`src/rtl/mcpu_pkg.sv`:
```
// Shared definitions for the multi-cycle CPU memory subsystem.
package mcpu_pkg;

   // Memory port arbiter FSM states.
   typedef enum logic [1:0] {
      ST_IDLE  = 2'd0,
      ST_ISSUE = 2'd1,
      ST_WAIT  = 2'd2,
      ST_DONE  = 2'd3
   } arb_state_e;

   // Owner encoding of the memory port.
   localparam logic OWN_CPU = 1'b0;
   localparam logic OWN_LD  = 1'b1;

   // Legal memory read latency range and the counter width that covers it.
   localparam int unsigned MEM_LAT_MIN = 1;
   localparam int unsigned MEM_LAT_MAX = 4;
   localparam int unsigned LAT_CNT_W   = $clog2(MEM_LAT_MAX + 1);

endpackage

```
`src/rtl/rr_arb2.sv`:
```
// Two-way round-robin picker; the last-served flag is held by the parent.
module rr_arb2
   import mcpu_pkg::*;
(
   input  logic [1:0] req,
   input  logic       last,
   output logic       grant
);

   // Lone requester wins; on a tie the one not served last wins.
   always_comb begin
      grant = OWN_CPU;
      case (req)
         2'b01:   grant = OWN_CPU;
         2'b10:   grant = OWN_LD;
         2'b11:   grant = (last == OWN_CPU) ? OWN_LD : OWN_CPU;
         default: grant = OWN_CPU;
      endcase
   end

endmodule

```
`src/rtl/mem_port_arbiter.sv`:
```
// Shares the unified instruction/data memory port between the CPU and the
// program loader: latch on grant, one-cycle strobe, fixed-latency read,
// one-cycle ready pulse back to the owner.
module mem_port_arbiter
   import mcpu_pkg::*;
#(
   parameter int unsigned ADDR_W  = 32,
   parameter int unsigned DATA_W  = 32,
   parameter int unsigned MEM_LAT = 1
) (
   input  logic              clk,
   input  logic              reset,
   input  logic              cpu_req,
   input  logic              cpu_we,
   input  logic [ADDR_W-1:0] cpu_addr,
   input  logic [DATA_W-1:0] cpu_wdata,
   output logic              cpu_ready,
   output logic [DATA_W-1:0] cpu_rdata,
   input  logic              ld_req,
   input  logic              ld_we,
   input  logic [ADDR_W-1:0] ld_addr,
   input  logic [DATA_W-1:0] ld_wdata,
   output logic              ld_ready,
   output logic [DATA_W-1:0] ld_rdata,
   output logic              mem_en,
   output logic              mem_we,
   output logic [ADDR_W-1:0] mem_addr,
   output logic [DATA_W-1:0] mem_wdata,
   input  logic [DATA_W-1:0] mem_rdata,
   output logic              busy,
   output logic              owner
);

   localparam int unsigned CNT_W = LAT_CNT_W;

   arb_state_e        state_q, state_d;
   logic [CNT_W-1:0]  cnt_q, cnt_d;
   logic              last_q;
   logic              grant;
   logic              latch_en;
   logic              cap_en;
   logic              win_we;
   logic [ADDR_W-1:0] win_addr;
   logic [DATA_W-1:0] win_wdata;

   // Round-robin winner among the current requests.
   rr_arb2 u_rr_arb2 (
      .req   ({ld_req, cpu_req}),
      .last  (last_q),
      .grant (grant)
   );

   // Winner's transfer fields.
   always_comb begin
      win_we    = (grant == OWN_LD) ? ld_we    : cpu_we;
      win_addr  = (grant == OWN_LD) ? ld_addr  : cpu_addr;
      win_wdata = (grant == OWN_LD) ? ld_wdata : cpu_wdata;
   end

   // FSM state and latency counter registers.
   always_ff @(posedge clk or negedge reset) begin
      if (!reset) begin
         state_q <= ST_IDLE;
         cnt_q   <= '0;
      end else begin
         state_q <= state_d;
         cnt_q   <= cnt_d;
      end
   end

   // Next state, counter update, grant latch and read-capture strobes.
   always_comb begin
      state_d  = state_q;
      cnt_d    = cnt_q;
      latch_en = 1'b0;
      cap_en   = 1'b0;
      case (state_q)
         ST_IDLE: begin
            if (cpu_req || ld_req) begin
               latch_en = 1'b1;
               state_d  = ST_ISSUE;
            end
         end
         ST_ISSUE: begin
            cnt_d   = CNT_W'(MEM_LAT);
            state_d = ST_WAIT;
         end
         ST_WAIT: begin
            cnt_d = cnt_q - CNT_W'(1);
            if (cnt_q == CNT_W'(1)) begin
               cap_en  = 1'b1;
               state_d = ST_DONE;
            end
         end
         ST_DONE: begin
            state_d = ST_IDLE;
         end
         default: begin
            state_d = ST_IDLE;
         end
      endcase
   end

   // Registered strobes and status; the strobe follows the latch by one cycle.
   always_ff @(posedge clk or negedge reset) begin
      if (!reset) begin
         mem_en    <= 1'b0;
         mem_we    <= 1'b0;
         busy      <= 1'b0;
         cpu_ready <= 1'b0;
         ld_ready  <= 1'b0;
      end else begin
         mem_en    <= latch_en;
         mem_we    <= latch_en & win_we;
         busy      <= (state_d != ST_IDLE);
         cpu_ready <= cap_en & (owner == OWN_CPU);
         ld_ready  <= cap_en & (owner == OWN_LD);
      end
   end

   // Transfer latch, ownership and round-robin history.
   always_ff @(posedge clk or negedge reset) begin
      if (!reset) begin
         mem_addr  <= '0;
         mem_wdata <= '0;
         owner     <= OWN_CPU;
         last_q    <= OWN_LD;
      end else begin
         if (latch_en) begin
            mem_addr  <= win_addr;
            mem_wdata <= win_wdata;
            owner     <= grant;
         end
         if (state_q == ST_DONE) begin
            last_q <= owner;
         end
      end
   end

   // Per-owner read data; the non-owner's value is left untouched.
   always_ff @(posedge clk or negedge reset) begin
      if (!reset) begin
         cpu_rdata <= '0;
         ld_rdata  <= '0;
      end else if (cap_en) begin
         if (owner == OWN_CPU) begin
            cpu_rdata <= mem_rdata;
         end else begin
            ld_rdata <= mem_rdata;
         end
      end
   end

endmodule
```
`config.mk`:
```
export PLATFORM = sky130hd
export DESIGN_NAME = mem_port_arbiter
export DESIGN_NICKNAME = d
export VERILOG_FILES = /design/src/rtl/mcpu_pkg.sv /design/src/rtl/rr_arb2.sv /design/src/rtl/mem_port_arbiter.sv
export SDC_FILE = /design/constraint.sdc
export NUM_CORES = 1
export LEC_CHECK = 0
export ABC_AREA = 1
export BUFFER_PORTS_ARGS = -buffer_cell sky130_fd_sc_hd__buf_2
export CAP_MARGIN = 20
export CORE_MARGIN = 1.5
export CORE_UTILIZATION = 51
export CTS_CLUSTER_SIZE = 30
export DETAILED_ROUTE_END_ITERATION = 16
export PLACE_DENSITY = 0.94
export SLEW_MARGIN = 20
export SYNTH_ARGS = -nofsm -noshare
export SYNTH_HDL_FRONTEND = slang
export SYNTH_SLANG_ARGS = --single-unit
export TNS_END_PERCENT = 100
```
`constraint.sdc`:
```
create_clock -name clk -period 2.5 [get_ports clk]
set_input_delay 0.125 -clock clk [delete_from_list [all_inputs] [get_ports clk]]
set_output_delay 0.125 -clock clk [all_outputs]
set_load 0.005 [all_outputs]
```
==> results list, run 1 <==
- The run finished with clean final reports.
* Simple-gate area share of the yosys netlist: 33.4%
- The detail route stage leaves a number of antenna-violating nets equal to 0.
- Number of hold-slack violations in the final timing report: 0
* Clock Tree Root: sky130_fd_sc_hd__clkbuf_16
- The final layout contains routed wiring with a total length of 20.5 mm.
- Worst-case clock buffer depth: 2
* Slew of the pin with the lowest slew margin: 667 ps
- Of the post-synthesis cell area, the dominant cell type holds 52.9%.
* Gr ovfl total: 0
- Across the run, the number of max-cap violations was 0.
- After clock tree synthesis, the repair step resized 0 gates.
- 300 I/O pins were placed.
* Number of global-route vias before repair: 6861
- For this run, the total global-route usage over all layers was measured as 30.7%.
- The first detailed-routing pass ran for 8 iterations.
* Worst voltage drop across the vdd grid: 492 µV
- After routing the design area is 9260 µm².
- Largest family of logic cells by synthesized area: simple AND/OR/NAND/NOR gates
* Number of clock sinks: 140
* Worst slew slack as a fraction of its limit: 55.5%
- Switching power: 0.00408 W
* Share of total power in combinational logic: 38.8%
- Netlist area before placement: 6570 µm²
- The initial antenna violation count came to 0.
- Routability-driven placement finished with a final weighted congestion of 0.947.
- Number of register bits inferred by synthesis: 140
* Sum Neg Setup Slack: 0 ps
* Largest net degree at the start of global routing: 66
* Final period utilization: 80.7%
* Arrival time reported for the critical path endpoint: 2300 ps
* Clock buffers created by TritonCTS: 17
- Slowest cell on the critical path: sky130_fd_sc_hd__dlygate4sd3_1
- Post-CTS timing repair inserted 0 buffers for setup.
- Hpwl dp: 12.9 mm
* Synth Area in XOR/XNOR: 0%
- The routed layout has 7043 vias.
- Compared with the post-synthesis result, the final layout area differs by 40.9%.
- Leading post-synthesis cells by cell area: sky130_fd_sc_hd__dfrtp_1 (53%), sky130_fd_sc_hd__nand2_1 (23%), sky130_fd_sc_hd__nand3_1 (10%), sky130_fd_sc_hd__inv_1 (7.8%), sky130_fd_sc_hd__buf_2 (2.4%)
* Adder-Cell Fraction of Synth Area: 1.14%
* Synth area leader: sky130_fd_sc_hd__dfrtp_1
* YS warnings: 0
* Kind of start point of the critical path: register
- Clock tree from TritonCTS: done
- At the later pin of the worst-skew pair, clock insertion delay measures 410 ps.
- Multiplexer share of the synthesized area: 0%
* Internal power of the cells: 0.00679 W
- By startpoint and endpoint, the worst setup path is classified as register to register.
- During placement, the flow inserted port buffers numbering 299.
- For this run, the slowest stage of the critical path takes 580 ps.
* Clk network pwr share: 23.7%
- Power spread over the standard cell area amounts to 1170 nW/µm².
- Area of the core: 12600 µm²
- Final antenna diode count: 0
* Die Width: 117 µm
* Final Critical Period: 2020 ps
- Sequential cells were found to cover 53.3% of the synthesized design area.
* Layout cells sized above 1: 28.7%
* Number of nets in the layout: 1377
* Final Max Slew Viols: 0
* Unrepaired setup endpoints after global routing: false
- The placed instances occupy a cell area of 8200 µm².
* Global-route wire length before repair: 32.1 mm
- Area of the die: 13600 µm²
* Gate count of the mapped netlist: 878
- Among all cell types in the netlist, the one instantiated most often is sky130_fd_sc_hd__nand2_1.
* Class of the worst hold path: input port to register
* Clock transition time at the flip-flop clock pins of the worst setup and hold paths: 50 ps
- Of the total power, registers draw 37.5%.
- Hold is met by 14.5 ps.
- In the final routed layout, each cell accounts on average for 14.8 µm.
* Y dimension of the die: 117 µm
- For this run, design rule violations remaining after detail routing come to 0.
- Commonest cells in the netlist: sky130_fd_sc_hd__nand2_1 (398), sky130_fd_sc_hd__dfrtp_1 (139), sky130_fd_sc_hd__inv_1 (137)
* Post-Syn Area per Cell: 7.48 µm²
* Switching share of power: 37.5%
* Static Leakage: 5.66 nW
- Synth async-reset ratio: 100%
- Routed vias/inst: 5.07
* Final worst clock skew: 8.64 ps
- Post-Route Utilization: 73.4%
* Compound-Gate Fraction of Synth Area: 0.686%
- Among all flip-flop cells after synthesis, the most frequent one is sky130_fd_sc_hd__dfrtp_1.
- For this block, the initial DRC count from the detailed router was 750.
- Top achievable clock speed: 496 MHz
- Nets in the synthesized netlist: 1050
* Netlist cell types: 14
- The initialized floorplan defines 41 standard-cell rows.
- Number of enable flip-flop cells after synthesis: 0
- The worst setup path is captured at a register.
* Maximum level of the CTS H-tree: 4
* Sequence of cells on the critical path: inv_1, ha_1, o21ai_4, buf_12, a21oi_1, dlygate4sd3_1
- Along the worst path, the maximum fanout reaches 54.
- For this configuration, the core starts out at a cell density of 52.1%.
- For the worst setup path, the data required time is 2790 ps.
- Number of setup violations in the final report: 0
[through the flow]
stage               cells  power [W]  setup slack (ps)
floorplan             878    0.00619              1100
global placement     1314    0.00788               909
detailed placement   1314    0.00809               851
CTS                  1390     0.0108               531
global route         1390     0.0117               405
finish               1390     0.0109               484
[layout make-up]
type                       count  area, µm²
multi-input combinational    554       2340
fill                         881       3360
sequential                   140       3500
clock inverter                 9        108
tap                          172        215
timing repair buffer         355       2070
clock buffer                  23        508
inverter                     137        514
[sequential cells by signal (all words and copies together) (netlist names), 2 cells and up]
signal     cells
cpu_rdata     32
ld_rdata      32
mem_addr      32
mem_wdata     32
cnt_q          3
state_q        2
[critical path: cells and delay by family (launching register included)]
family / cells / cell delay [ps]
fa+ha+maj: 1 / 260
buf+inv: 3 / 980
flops: 1 / 360
compound gates: 2 / 270
[path summary, 6_finish.rpt]
check | cells past startpoint | start | endpoint | slack, ps
setup / recovery | 6 | state_q[0] | mem_we | 480
hold / removal | 5 | cpu_wdata[29] | mem_wdata[29] | 10
setup reg to reg | 6 | state_q[0] | mem_we | 480
hold reg to reg | 2 | mem_addr[29] | mem_addr[29] | 470
max in group asynchronous | 3 | reset | state_q[0] | 1440
min in group asynchronous | 2 | reset | ld_rdata[14] | 240
[metal layers]
layer / vias to the layer above / GRT usage, % / part of all wire (%)
met3: 107 / 8.87 / 8.0
met5: - / 0 / 0
met4: 0 / 19.8 / 5.5
met1: 3206 / 34.0 / 36
met2: 453 / 52.0 / 50
li1: 3277 / - / -
[layout by cell type (no fill, tap or decap)]
cell and count:
sky130_fd_sc_hd__nand2_1 396, sky130_fd_sc_hd__buf_2 298, sky130_fd_sc_hd__dfrtp_1 139, sky130_fd_sc_hd__inv_1 137, sky130_fd_sc_hd__nand3_1 132, sky130_fd_sc_hd__dlygate4sd3_1 44, sky130_fd_sc_hd__clkbuf_16 17, sky130_fd_sc_hd__buf_4 9
sky130_fd_sc_hd__nor2_1 6, sky130_fd_sc_hd__ha_1 6, sky130_fd_sc_hd__clkbuf_8 6, sky130_fd_sc_hd__o21ai_0 5, sky130_fd_sc_hd__a21oi_1 3, sky130_fd_sc_hd__clkinv_2 3, sky130_fd_sc_hd__buf_12 3, sky130_fd_sc_hd__nand2_2 2
sky130_fd_sc_hd__nor2_2 2, sky130_fd_sc_hd__clkinvlp_4 2, sky130_fd_sc_hd__bufinv_16 2, sky130_fd_sc_hd__nor2_4 1, sky130_fd_sc_hd__o21ai_4 1, sky130_fd_sc_hd__clkinv_4 1, sky130_fd_sc_hd__inv_6 1, sky130_fd_sc_hd__buf_6 1
sky130_fd_sc_hd__dfstp_2 1
[logic make-up after synthesis]
kind of cell	after synthesis
AO/OA/AOI/OAI	9
adder cells (fa/ha/maj)	6
buffers and inverters	184
flip-flops	140
AND/OR/NAND/NOR	539
[power by group through the flow]
| stage | sequential, W | clock, W | combinational (W) |
|---|---|---|---|
| 5_1_grt | 0.00418 | 0.00272 | 0.00477 |
| 4_1_cts | 0.00403 | 0.00259 | 0.00416 |
| 2_1_floorplan | 0.00410 | 0 | 0.00209 |
| 3_3_place_gp | 0.00399 | 0 | 0.00389 |
| 6_report | 0.00408 | 0.00258 | 0.00422 |
| 3_5_place_dp | 0.00402 | 0 | 0.00407 |
[what timing repair did]
item / CTS / global route
hold endpoints to repair: 128 / 0
hold buffers: 44 / 0
setup endpoints to repair: 0 / 0
Power figures use the tool's default switching activity.
==> run 2: changes to the inputs <==
--- a/config.mk
+++ b/config.mk
@@ -9,10 +9,10 @@
 export BUFFER_PORTS_ARGS = -buffer_cell sky130_fd_sc_hd__buf_2
 export CAP_MARGIN = 20
 export CORE_MARGIN = 1.5
-export CORE_UTILIZATION = 51
+export CORE_UTILIZATION = 43
 export CTS_CLUSTER_SIZE = 30
 export DETAILED_ROUTE_END_ITERATION = 16
-export PLACE_DENSITY = 0.94
+export PLACE_DENSITY = 0.85
 export SLEW_MARGIN = 20
 export SYNTH_ARGS = -nofsm -noshare
 export SYNTH_HDL_FRONTEND = slang
==> constraint.sdc (replaced) <==
create_clock -name clk -period 1.7 [get_ports clk]
set_input_delay 0.085 -clock clk [delete_from_list [all_inputs] [get_ports clk]]
set_output_delay 0.085 -clock clk [all_outputs]
set_load 0.005 [all_outputs]
==> run 2 against run 1 <==
  * Total power increased by 48%
  * Core utilization shrank 3.9 points
  * Sequential cell count unchanged
  * Final area grew 10%
==> results list, run 2 (synthesis results as in run 1) <==
- After floorplanning, the core was divided into 44 placement rows.
* Detailed-route wire length per cell: 15.7 µm
- Number of nets in the layout: 1469
* Number of setup violations in the final report: 0
- The count of nets left with antenna violations once routing finished came out at 0.
* Total DRC errors in the routed layout: 0
* Final period utilization: 92.2%
- Entering global routing, the biggest net connects 53 pins.
* Highest fanout seen on the critical path: 32
- Area of the die: 16000 µm²
- Power spread over the standard cell area amounts to 1580 nW/µm².
- Maximum level of the CTS H-tree: 4
- Worst slew slack as a fraction of its limit: 62.5%
- Crit path capture type: register
- Across all layers, the routed design uses 7619 vias.
- Hold Worst Slack: 10.4 ps
- Final Critical Period: 1570 ps
- Pin placement for this block handled 300 I/O pins.
- Slew of the pin with the lowest slew margin: 563 ps
- The flow ran to the end, and the final reports show no timing, DRC or antenna violations.
- After routing, the total negative slack on setup checks comes to 0 ps.
- Antenna violations before repair: 2
- Most used cells in the layout excluding fill and tap cells: sky130_fd_sc_hd__nand2_1 (396), sky130_fd_sc_hd__buf_2 (298), sky130_fd_sc_hd__dfrtp_1 (139), sky130_fd_sc_hd__inv_1 (137), sky130_fd_sc_hd__nand3_1 (132)
- Clock latency on the worst-skew pair, taken at its later pin, is 410 ps.
- The die is 127 µm tall.
- Routed vias/inst: 5.10
- Unrepaired setup endpoints after global routing: false
* Total of max-cap violations: 0
- Arrival time reported for the critical path endpoint: 1850 ps
- The first detailed-routing pass ran for 5 iterations.
* Count of buffers inserted at the top-level ports: 299
* Number of hold-slack violations in the final timing report: 0
* Worst voltage drop across the vdd grid: 756 µV
- The detailed router finished its first iteration with 615 violations.
- Relative area change from synthesis to final layout: 55.5%
- The total overflow left after global routing is 0.
- Class of the worst hold path: input port to register
* Number of global-route vias before repair: 7709
- Pre-CTS setup slack: 160 ps
- Total setup buffers inserted after CTS: 0
- Area of the core: 14700 µm²
* Clock transition time at the flip-flop clock pins of the worst setup and hold paths: 60 ps
* Number of clock sinks: 140
- Derived from the worst setup path, the maximum achievable clock frequency is 638 MHz.
- Leaving out fill and tap cells, the most frequent cell in the layout is sky130_fd_sc_hd__nand2_1.
- Clock tree from TritonCTS: done
- The number of pins exceeding their max-slew limit in the final report is 0.
- Once detailed placement completed, the half-perimeter wirelength came to 13.4 mm.
- GRT Total Usage: 30.0%
- For the worst setup path, the data required time is 1980 ps.
* Final GP Congestion: 0.859
- Worst-case clock buffer depth: 2
- Detailed-route wire length: 23.5 mm
- Global-route wire length before repair: 37.5 mm
- Clock Tree Root: sky130_fd_sc_hd__clkbuf_16
* Starting density of the core: 44.7%
- Summed over all cells, the static leakage comes to 6.05 nW.
- Layout cells sized above 1: 27.3%
- Kind of start point of the critical path: register
- By startpoint and endpoint, the worst setup path is classified as register to register.
* Setup WS post-layout: 133 ps
* Die Width: 127 µm
- Final worst clock skew: 11.0 ps
* Clock buffers created by TritonCTS: 17
-- run 2: cell count changes in the layout (fill, tap and decap cells not counted), sizes merged --
| cell | delta |
|---|---|
| bufinv | -1 |
| clkinv | +3 |
| clkbuf | -2 |
| dlygate4sd3 | +85 |
| diode | +1 |
| buf | +7 |
-- run 2: power breakdown --
part | total [W] | switching, W | internal, W
clock | 0.00351 | 0.00139 | 0.00212
combinational | 0.00661 | 0.00376 | 0.00286
sequential | 0.00600 | 0.000965 | 0.00503
total | 0.0161 | 0.00611 | 0.0100
-- run 2: cell type report --
cell class,instances,area [µm²]
Antenna cell,1,2.50
Clock buffer,21,470
Clock inverter,11,92.6
Fill cell,1001,4480
Inverter,137,514
Multi-Input combinational cell,554,2340
Sequential cell,140,3500
Tap cell,184,230
Timing Repair Buffer,447,3060
-- run 2: layer usage --
| metal | GRT usage [%] | up-vias | part of all wire, % |
|---|---|---|---|
| met5 | 0 | - | 0.051 |
| met4 | 23.3 | 2 | 7.5 |
| met3 | 8.81 | 160 | 8.1 |
| met2 | 49.7 | 520 | 49 |
| met1 | 32.4 | 3478 | 36 |
| li1 | - | 3459 | - |
-- run 2: per-stage QoR --
stage / instance area (µm²) / util (%) / std cells / power [W]
2_1_floorplan: 6570 / - / 878 / 0.00911
3_3_place_gp: 8360 / 56.9 / 1333 / 0.0119
3_5_place_dp: 8360 / 56.9 / 1333 / 0.0122
4_1_cts: 10200 / 69.5 / 1494 / 0.0160
5_1_grt: 10200 / 69.5 / 1494 / 0.0173
6_report: 10200 / 69.5 / 1495 / 0.0161
-- run 2: critical path: stages, from the launching register on --
cell and delay [ps]:
sky130_fd_sc_hd__dfrtp_1 390, sky130_fd_sc_hd__inv_1 140, sky130_fd_sc_hd__ha_2 230, sky130_fd_sc_hd__nand2_1 60
sky130_fd_sc_hd__nor2_1 110, sky130_fd_sc_hd__nand2_1 120, sky130_fd_sc_hd__buf_12 190, sky130_fd_sc_hd__nand2_1 90
sky130_fd_sc_hd__nand2_1 90
-- run 2: what timing repair did --
action / in CTS / in global routing
setup endpoints to repair: 0 / 2
hold endpoints to repair: 173 / 0
hold buffers: 129 / 0
gates resized for setup: 0 / 1
-- run 2: path summary, 6_finish.rpt --
kind	from	end	slack, ps	depth (start not counted)
max	state_q[0]	ld_rdata[5]	130	8
min	ld_wdata[31]	mem_wdata[31]	10	5
max reg2reg	state_q[0]	ld_rdata[5]	130	8
min reg2reg	ld_rdata[28]	ld_rdata[28]	470	2
max in group asynchronous	reset	mem_wdata[16]	870	3
min in group asynchronous	reset	cpu_rdata[19]	200	2
==> run 3: changes to the inputs <==
--- a/config.mk
+++ b/config.mk
@@ -6,7 +6,7 @@
 export NUM_CORES = 1
 export LEC_CHECK = 0
 export ABC_AREA = 1
-export BUFFER_PORTS_ARGS = -buffer_cell sky130_fd_sc_hd__buf_2
+export BUFFER_PORTS_ARGS = -buffer_cell sky130_fd_sc_hd__buf_4
 export CAP_MARGIN = 20
 export CORE_MARGIN = 1.5
 export CORE_UTILIZATION = 43
==> run 3 against run 2 <==
  * Register-to-register slack improved by 20 ps
  * Cell count decreased by 0.54%
  * Clock power rose by 7.4%
  * Critical path depth decreased by 1
  * Largest cell class is now non-clock buffers
  * Clock skew is 0.50 ps higher
  * Core utilization increased by 4.9 points
==> results list, run 3 (synthesis results as in run 1) <==
* Run status: completed
* Global-route wire length before repair: 37.5 mm
* Slew of the pin with the lowest slew margin: 679 ps
- The library cell used most frequently in the layout, excluding fill and tap cells, is sky130_fd_sc_hd__nand2_1.
- Clock transition time at the flip-flop clock pins of the worst setup and hold paths: 60 ps
- The most numerous cell type found on the critical path is sky130_fd_sc_hd__nand2_1.
- Clock latency of the later-clocked register in the worst-skew pair: 420 ps
- The clock tree synthesis step divided the H-tree into 4 levels.
* Top achievable clock speed: 647 MHz
- Total setup buffers inserted after CTS: 0
* Initial DRC count: 643
- Vias: 7493
- Reg2reg start: state_q[0]
- Type of the setup path with the least slack: register to register
- GRT Total Usage: 29.8%
- Slowest cell on the critical path: sky130_fd_sc_hd__dfrtp_1
- Row Count: 44
- The worst hold path terminates at mem_wdata[21].
- The number of pins exceeding their max-slew limit in the final report is 0.
- Detailed-route wire length per cell: 16.0 µm
- Area of the die: 16000 µm²
* Power per standard cell area: 1600 nW/µm²
* Crit path capture type: register
- IR analysis of the VDD net gives a maximum drop of 792 µV.
* Data required time at the worst endpoint: 2040 ps
- Die Width: 127 µm
- Delay of the slowest critical-path stage: 380 ps
* Worst slew slack as a fraction of its limit: 54.6%
* Area of the core: 14700 µm²
- The clock net in this run drives a total of 140 sinks.
- Total DRC errors in the routed layout: 0
- In this run the critical register-to-register path is captured at cpu_rdata[12].
- For the finished layout, the period the worst path requires is 1550 ps.
- Sequence of cells on the critical path: inv_1, ha_2, nand3_1, nor2_2, buf_12, nand2_1, nand2_1
- Kind of start point of the critical path: register
- Clock tree from TritonCTS: done
* Clock Tree Root: sky130_fd_sc_hd__clkbuf_16
* Count of placed standard cells in the final layout, fillers left out: 1487
- Wires add up to 23.8 mm.
* Number of hold-slack violations in the final timing report: 0
- At the worst endpoint, the arrival time is 1890 ps.
* Layout cells sized above 1: 27.4%
* Hpwl dp: 14.0 mm
- Leaving out fill and tap cells, the most frequent cells in the layout are sky130_fd_sc_hd__nand2_1 (396), sky130_fd_sc_hd__buf_4 (307), sky130_fd_sc_hd__dfrtp_1 (139), sky130_fd_sc_hd__inv_1 (137), sky130_fd_sc_hd__nand3_1 (132).
* Total of max-cap violations: 0
* Final period utilization: 91.0%
* Launch instance of the worst min-delay path: ld_wdata[21]
* Starting density of the core: 44.7%
- Gr ovfl total: 0
* Number of setup violations in the final report: 0
* Cell depth of the worst flop-to-flop path: 7
- Worst-case clock buffer depth: 2
* Number of global-route vias before repair: 7727
- Sum Neg Setup Slack: 0 ps
- Setup repair after global routing left no endpoint under its margin.
* Final GP Congestion: 0.846
- Routed vias/inst: 5.04
- In this run the remaining antenna-violating nets after routing total 0.
- Measured on the finished design, the core utilization comes to 74.4%.
- Worst-case register-to-register setup slack: 150 ps
- Along the worst path, the maximum fanout reaches 33.
* Hold-critical path depth: 5
* Y dimension of the die: 127 µm
- The first TritonRoute pass finished after 5 iterations.
* Static Leakage: 6.27 nW
- Entering global routing, the biggest net connects 66 pins.
- Total power after layout: 0.0175 W
* Clock buffers created by TritonCTS: 17
* Final worst clock skew: 11.5 ps
- Number of nets in the layout: 1461
- Relative area change from synthesis to final layout: 66.3%
* Class of the worst hold path: input port to register
- Antenna violations before repair: 2
- Hold Worst Slack: 4.19 ps
- Number of placed I/O pins: 300
- Count of buffers inserted at the top-level ports: 299
* Cell count after placement: 1334
## run 3: changes by cell type in the layout (fill, tap and decap cells not counted), sizes merged
| cell | before | now |
|---|---|---|
| dlygate4sd3 | 129 | 120 |
| bufinv | 1 | 3 |
| buf | 318 | 319 |
| clkinv | 7 | 5 |
| inv | 138 | 139 |
| clkinvlp | 2 | 1 |
## run 3: final cells by class
type,count,area (µm²)
Multi-Input combinational cell,554,2340
Inverter,137,514
Antenna cell,1,2.50
Clock buffer,21,460
Sequential cell,140,3500
Fill cell,924,3770
Clock inverter,11,140
Timing Repair Buffer,439,3740
Tap cell,184,230
## run 3: layer usage
metal | vias to the layer above | wire length [µm] | share of wire (%) | track usage, %
li1 | 3450 | - | - | -
met1 | 3470 | 8510 | 36 | 32.9
met2 | 462 | 12000 | 51 | 51.9
met3 | 111 | 1830 | 7.7 | 6.96
met4 | 0 | 1400 | 5.9 | 18.5
met5 | - | 0 | 0 | 0
## run 3: what timing repair did
| item | CTS | global route |
|---|---|---|
| endpoints found under the setup margin | 0 | 1 |
| gates resized for setup | 0 | 1 |
| hold buffers | 120 | 0 |
| endpoints found under the hold margin | 169 | 0 |
## run 3: where the power goes
group	internal, W	switching [W]
Sequential	0.00503	0.00102
Combinational	0.00377	0.00387
Clock	0.00238	0.00139
Total	0.0112	0.00629
## run 3: per-stage QoR
step           instance area [µm²]  setup WS (ps)
2_1_floorplan                 6570            302
3_3_place_gp                  9120            221
3_5_place_dp                  9120            182
4_1_cts                      10900            177
5_1_grt                      10900           30.7
6_report                     10900            153
## run 3: worst max path at each step
| stage | end | startpoint |
|---|---|---|
| 2_1_floorplan | ld_rdata[11] | state_q[0] |
| 3_5_place_dp | cpu_rdata[26] | state_q[0] |
| 6_report | cpu_rdata[12] | state_q[0] |
| 3_3_place_gp | mem_wdata[28] | state_q[0] |
| 4_1_cts | cpu_rdata[26] | state_q[0] |
| 5_1_grt | cpu_rdata[23] | state_q[0] |
## run 3: critical path, delay by kind of cell, from the launching register on
kind,cells,cell delay [ps]
buffers and inverters,2,350
and+or+nand+nor,4,490
DFF,1,380
adders and majority gates,1,230
